===== src/rtl/audio_pkg.sv =====
// Shared types and constants for the sigma-delta decimator.
package audio_pkg;

    typedef enum logic [0:0] {
        ST_IDLE  = 1'b0,
        ST_ACCUM = 1'b1
    } dec_state_e;

    localparam int unsigned OVF_CNT_WIDTH = 8;

    // Saturating increment for the overrun event counter
    function automatic logic [OVF_CNT_WIDTH-1:0] ovf_cnt_inc(input logic [OVF_CNT_WIDTH-1:0] cnt);
        logic [OVF_CNT_WIDTH-1:0] nxt;
        nxt = cnt;
        if (cnt != {OVF_CNT_WIDTH{1'b1}}) begin
            nxt = cnt + OVF_CNT_WIDTH'(1);
        end
        return nxt;
    endfunction

endpackage


===== src/rtl/sigma_delta_window_acc.sv =====
// Window accumulator: counts 2^CODE_WIDTH pdm samples, sums the ones and
// produces the saturated window result on the final sample.
module sigma_delta_window_acc #(
    parameter int unsigned CODE_WIDTH = 10
) (
    input  logic                  clk,
    input  logic                  rst,
    input  logic                  clear_i,
    input  logic                  sample_i,
    input  logic                  pdm_i,
    output logic                  done_c_o,
    output logic [CODE_WIDTH-1:0] result_c_o
);

    localparam int unsigned ONES_WIDTH = CODE_WIDTH + 1;

    logic [CODE_WIDTH-1:0] sample_cnt_q, sample_cnt_d;
    logic [ONES_WIDTH-1:0] ones_q, ones_d;
    logic [ONES_WIDTH-1:0] ones_sum_c;
    logic                  last_sample_c;

    // Running sum including the current sample; tops out at exactly 2^CODE_WIDTH
    always_comb begin
        ones_sum_c    = ones_q + ONES_WIDTH'(pdm_i);
        last_sample_c = sample_i && (sample_cnt_q == {CODE_WIDTH{1'b1}});
    end

    always_comb begin
        result_c_o = ones_sum_c[CODE_WIDTH-1:0];
        if (ones_sum_c[CODE_WIDTH]) begin
            result_c_o = {CODE_WIDTH{1'b1}};
        end
        done_c_o = last_sample_c;
    end

    // The last sample wraps both counters so the next window starts immediately
    always_comb begin
        sample_cnt_d = sample_cnt_q;
        ones_d       = ones_q;
        if (clear_i) begin
            sample_cnt_d = '0;
            ones_d       = '0;
        end else if (sample_i) begin
            if (last_sample_c) begin
                sample_cnt_d = '0;
                ones_d       = '0;
            end else begin
                sample_cnt_d = sample_cnt_q + CODE_WIDTH'(1);
                ones_d       = ones_sum_c;
            end
        end
    end

    always_ff @(posedge clk or negedge rst) begin
        if (!rst) begin
            sample_cnt_q <= '0;
            ones_q       <= '0;
        end else begin
            sample_cnt_q <= sample_cnt_d;
            ones_q       <= ones_d;
        end
    end

endmodule


===== src/rtl/sigma_delta_decimator.sv =====
// Sigma-delta decimator: IDLE/ACCUM control, result register with valid/ready
// handshake and sticky overrun flag. Optional overrun event counter is enabled
// by defining SIGMA_DELTA_DECIMATOR_OVF_CNT_EN.
module sigma_delta_decimator
    import audio_pkg::*;
#(
    parameter int unsigned CODE_WIDTH = 10
) (
    input  logic                     clk,
    input  logic                     rst,
    input  logic                     enable,
    input  logic                     pdm,
    input  logic                     pdm_valid,
    output logic [CODE_WIDTH-1:0]    code,
    output logic                     code_valid,
    input  logic                     code_ready,
    output logic                     overrun,
    input  logic                     overrun_clr
`ifdef SIGMA_DELTA_DECIMATOR_OVF_CNT_EN
    ,
    output logic [OVF_CNT_WIDTH-1:0] overrun_count
`endif
);

    dec_state_e            state_q, state_d;
    logic                  accum_c;
    logic                  load_c;
    logic [CODE_WIDTH-1:0] result_c;
    logic                  consume_c;
    logic                  overrun_evt_c;

    logic [CODE_WIDTH-1:0] code_q, code_d;
    logic                  code_valid_q, code_valid_d;
    logic                  overrun_q, overrun_d;

    always_ff @(posedge clk or negedge rst) begin
        if (!rst) begin
            state_q <= ST_IDLE;
        end else begin
            state_q <= state_d;
        end
    end

    always_comb begin
        state_d = state_q;
        case (state_q)
            ST_IDLE:  if (enable)  state_d = ST_ACCUM;
            ST_ACCUM: if (!enable) state_d = ST_IDLE;
            default:  state_d = ST_IDLE;
        endcase
    end

    always_comb begin
        accum_c = 1'b0;
        if (state_q == ST_ACCUM) begin
            accum_c = 1'b1;
        end
    end

    // Counters are held clear outside ACCUM, which also drops any partial window
    sigma_delta_window_acc #(
        .CODE_WIDTH (CODE_WIDTH)
    ) u_window_acc (
        .clk        (clk),
        .rst        (rst),
        .clear_i    (!accum_c),
        .sample_i   (accum_c && pdm_valid),
        .pdm_i      (pdm),
        .done_c_o   (load_c),
        .result_c_o (result_c)
    );

    always_comb begin
        consume_c     = code_valid_q && code_ready;
        overrun_evt_c = load_c && code_valid_q && !code_ready;
    end

    // A new load always wins over consumption; overrun set wins over clear
    always_comb begin
        code_d       = code_q;
        code_valid_d = code_valid_q;
        overrun_d    = overrun_q;
        if (load_c) begin
            code_d       = result_c;
            code_valid_d = 1'b1;
        end else if (consume_c) begin
            code_valid_d = 1'b0;
        end
        if (overrun_evt_c) begin
            overrun_d = 1'b1;
        end else if (overrun_clr) begin
            overrun_d = 1'b0;
        end
    end

    always_ff @(posedge clk or negedge rst) begin
        if (!rst) begin
            code_q       <= '0;
            code_valid_q <= 1'b0;
            overrun_q    <= 1'b0;
        end else begin
            code_q       <= code_d;
            code_valid_q <= code_valid_d;
            overrun_q    <= overrun_d;
        end
    end

    assign code       = code_q;
    assign code_valid = code_valid_q;
    assign overrun    = overrun_q;

`ifdef SIGMA_DELTA_DECIMATOR_OVF_CNT_EN
    logic [OVF_CNT_WIDTH-1:0] ovf_cnt_q, ovf_cnt_d;

    // Clear applies first so a same-cycle event still counts once
    always_comb begin
        ovf_cnt_d = ovf_cnt_q;
        if (overrun_clr) begin
            ovf_cnt_d = '0;
        end
        if (overrun_evt_c) begin
            ovf_cnt_d = ovf_cnt_inc(ovf_cnt_d);
        end
    end

    always_ff @(posedge clk or negedge rst) begin
        if (!rst) begin
            ovf_cnt_q <= '0;
        end else begin
            ovf_cnt_q <= ovf_cnt_d;
        end
    end

    assign overrun_count = ovf_cnt_q;
`endif

endmodule


===== config.mk =====
export PLATFORM = sky130hd
export DESIGN_NAME = sigma_delta_decimator
export DESIGN_NICKNAME = d
export VERILOG_FILES = /design/src/rtl/audio_pkg.sv /design/src/rtl/sigma_delta_window_acc.sv /design/src/rtl/sigma_delta_decimator.sv
export SDC_FILE = /design/constraint.sdc
export NUM_CORES = 1
export LEC_CHECK = 0
export CELL_PAD_IN_SITES_DETAIL_PLACEMENT = 1
export CELL_PAD_IN_SITES_GLOBAL_PLACEMENT = 2
export CORE_MARGIN = 1.5
export CORE_UTILIZATION = 39
export DETAILED_ROUTE_END_ITERATION = 10
export GPL_ROUTABILITY_DRIVEN = 0
export GPL_TIMING_DRIVEN = 0
export PLACE_DENSITY_LB_ADDON = 0.05
export SKIP_CTS_REPAIR_TIMING = 1
export SYNTH_ARGS = -nofsm -noshare
export SYNTH_HDL_FRONTEND = slang
export SYNTH_HIERARCHICAL = 1
export SYNTH_SLANG_ARGS = --single-unit

===== constraint.sdc =====
create_clock -name clk -period 3.9 [get_ports clk]
set_input_delay 0.78 -clock clk [delete_from_list [all_inputs] [get_ports clk]]
set_output_delay 0.78 -clock clk [all_outputs]
set_load 0.005 [all_outputs]

==> impl_metrics.toml <==
[yosys]
synth_seq_cells = 34
synth-edff-count = 0
syn_area_sq_um = 1749
synthCells = 161
synthMostInstantiatedCell = "dfrtp_1"
synth-seq-area-share = 0.4864
yosys-top-cells-count = "34 x dfrtp_1, 15 x nand2_1, 11 x a31oi_1, 11 x nor2_1, 9 x xor2_1"
synthArstFlopShare = 1.000
synth-main-ff-cell = "dfrtp_1"
synth_nets = 171
yosys_warnings = 6
ys_types = 31
yosysTopAreaCellShare = 0.4864
yosys.area.top_type = "dfrtp_1"
syn_area_per_cell_sq_um = 10.86
synth_area_leaders = "dfrtp_1 49%, mux2_4 6.9%, xor2_1 4.5%, a31oi_1 3.9%, nand2_1 3.2%"

[setup_path]
crit_chain = "clkdlybuf4s50_1 > ha_1 > ha_1 > and4_4 > nand4_1 > xor2_1 > buf_6 > o21ai_0 > mux2_4"
r2r-start = "u_window_acc/ones_q[0]"
critPathMaxFanout = 10
crit_required_ns = 4.07
r2r_slack_ns = 1.68
end_kind = "flip-flop"
arrival_ns = 3.00
startpoint_type = "input port"
endpoint = "code[4]"
cpMaxStageDelayCell = "clkdlybuf4s50_1"
cpPeakStageDelay_ns = 0.48
r2r-end = "code[4]"
cp-startpoint = "pdm"
path_class = "in -> reg"
ff2ff_path_depth = 8
critical_path.most_common_cell = "ha_1"

[route]
route.met3.wl_microns = 122
avgViaCountPerCell = 5.527
drt_wl_total_mm = 3.822
vias = 1321
m1WireLength_mm = 1.891
drt_pre_antenna_iters = 4
dr_wl_met2_mm = 1.761
topRoutingLayerUsed = "met4"
drc = 0
dr.first_iter.drc_count = 58
wl_per_cell_microns = 15.99
antenna_left = 0

[placed_design]
dpl.hpwl_mm = 2.649
port_buffers = 18
placedCellCount = 231

[timing]
max_slew.worst_pin.slew_ns = 0.7760
setup_viol = 0
slew_viol_final = 0
skew_ns = 0.003572
setup_tns_ns = 0
max_freq_ghz = 0.3536
rsz0062_at_grt = "no"
final_hold_viol_count = 0
min_period_over_period = 0.7251
min_period_ns = 2.828
maxSlewHeadroom = 0.4827

[floorplan]
fp.dieW_microns = 69.97
rows = 24
die_area_sq_um = 4896
die_h_microns = 69.97
initial_core_util = 0.4045
ios = 19
coreArea_sq_um = 4324

[layout]
n_antenna_cell = 0
drive_gt1_frac = 0.1711
seq_area_sq_um = 850.8
nFillCells = 491
fin_nets = 196
stdcell_count = 239
area_growth_pct = 18.96
multi_input_area_sq_um = 825.8

[power_and_ir_drop]
ir_worst_vdd_uv = 141.5
power.leakage_nw = 0.9777
p_per_area_nw_per_um2 = 317.5

[clocking]
clockBufferDepth = 2
cts_tree = "yes"
numCtsBuffers = 5
clk_pin_slew_ns = 0.07
cts.sinks = 34
clk_latency_ns = 0.28
htree_levels = 2
cts-root-buf = "clkbuf_8"

[worst_hold_path]
hold_class = "reg -> reg"
holdPathStages = 1

[global_route]
overflow = 0
grt_pass1_wl_mm = 6.472
gr-usage-all-layers = 0.1681
antenna_found_initial = 0
grt_max_degree = 35
grt_pass1_vias = 1316

[status]
status = "complete, no violations"

[run]
drv_cap = 0
## power by group
| group | leakage (nW) | internal (W) | switching, W |
|---|---|---|---|
| logic | 0.458 | 0.0000127 | 0.0000218 |
| clock network | 0.0482 | 0.000142 | 0.000127 |
| registers | 0.472 | 0.000355 | 0.00000195 |
## layer usage
layer	vias up	GRT usage
met5	-	0
met4	0	0.05769
met3	5	0.03608
met2	26	0.2677
met1	672	0.2274
li1	618	-
## through the flow
step / total power (W) / area, sq um / hold WS [ns] / setup slack (ns) / util
floorplan: 0.0003797 / 1749 / 0.4774 / 1.542 / -
global placement: 0.0003983 / 1994 / 0.4730 / 0.8276 / 0.4612
detailed placement: 0.0003989 / 1989 / 0.4939 / 0.7786 / 0.4601
CTS: 0.0006748 / 2081 / 0.5107 / 1.075 / 0.4812
global route: 0.0006940 / 2081 / 0.5304 / 0.9930 / 0.4812
finish: 0.0006607 / 2081 / 0.4997 / 1.072 / 0.4812
## area by class of cell
class	instances	area share
flip-flops and latches	34	0.4089
multi-input cells	116	0.3969
repair buffers	18	0.08419
clock buffers	7	0.04149
well taps	52	0.03127
plain buffers	8	0.02946
inverters	3	0.005412
clock inverters	1	0.002405
## worst min path at each step
| stage | slack, ns | from | endpoint |
|---|---|---|---|
| CTS | 0.51 | overrun | overrun |
| detailed placement | 0.49 | overrun | overrun |
| global placement | 0.47 | overrun | overrun |
| finish | 0.50 | overrun | overrun |
| floorplan | 0.48 | rst | code[0] |
| global route | 0.53 | code[3] | code[3] |
## state kept, by name, indices dropped and copies added (netlist names)
register                   cells
state_q                        1
code                          10
code_valid                     1
overrun                        1
u_window_acc/ones_q           11
u_window_acc/sample_cnt_q     10
## cell families after synthesis
| group | synth area share |
|---|---|
| compound gates | 0.1130 |
| xor+xnor | 0.07511 |
| fa+ha+maj | 0.02146 |
| simple gates | 0.1745 |
| flops | 0.4864 |
| buf+inv | 0.04149 |
| mux | 0.08798 |
## critical path, delay by kind of cell
family          cells  cell delay [ns]
mux                 1             0.27
xor+xnor            1             0.22
buf+inv             2             0.67
simple gates        2             0.42
compound gates      1             0.11
fa+ha+maj           2             0.53
## layout by cell type (no fill, tap or decap), drive strengths merged, types with 2 or more instances in the layout
cell	count
clkbuf	7
a21oi	6
nand2	15
and2	3
nor3	2
nand3	6
nand2b	6
nand4	5
a22o	3
a31oi	11
a41oi	2
or2	2
o21ai	3
clkdlybuf4s50	17
mux2	11
xnor2	6
and4	3
ha	3
nor2	11
xor2	9
inv	3
dfrtp	34
and3	4
buf	9
Power figures use the tool's default switching activity.
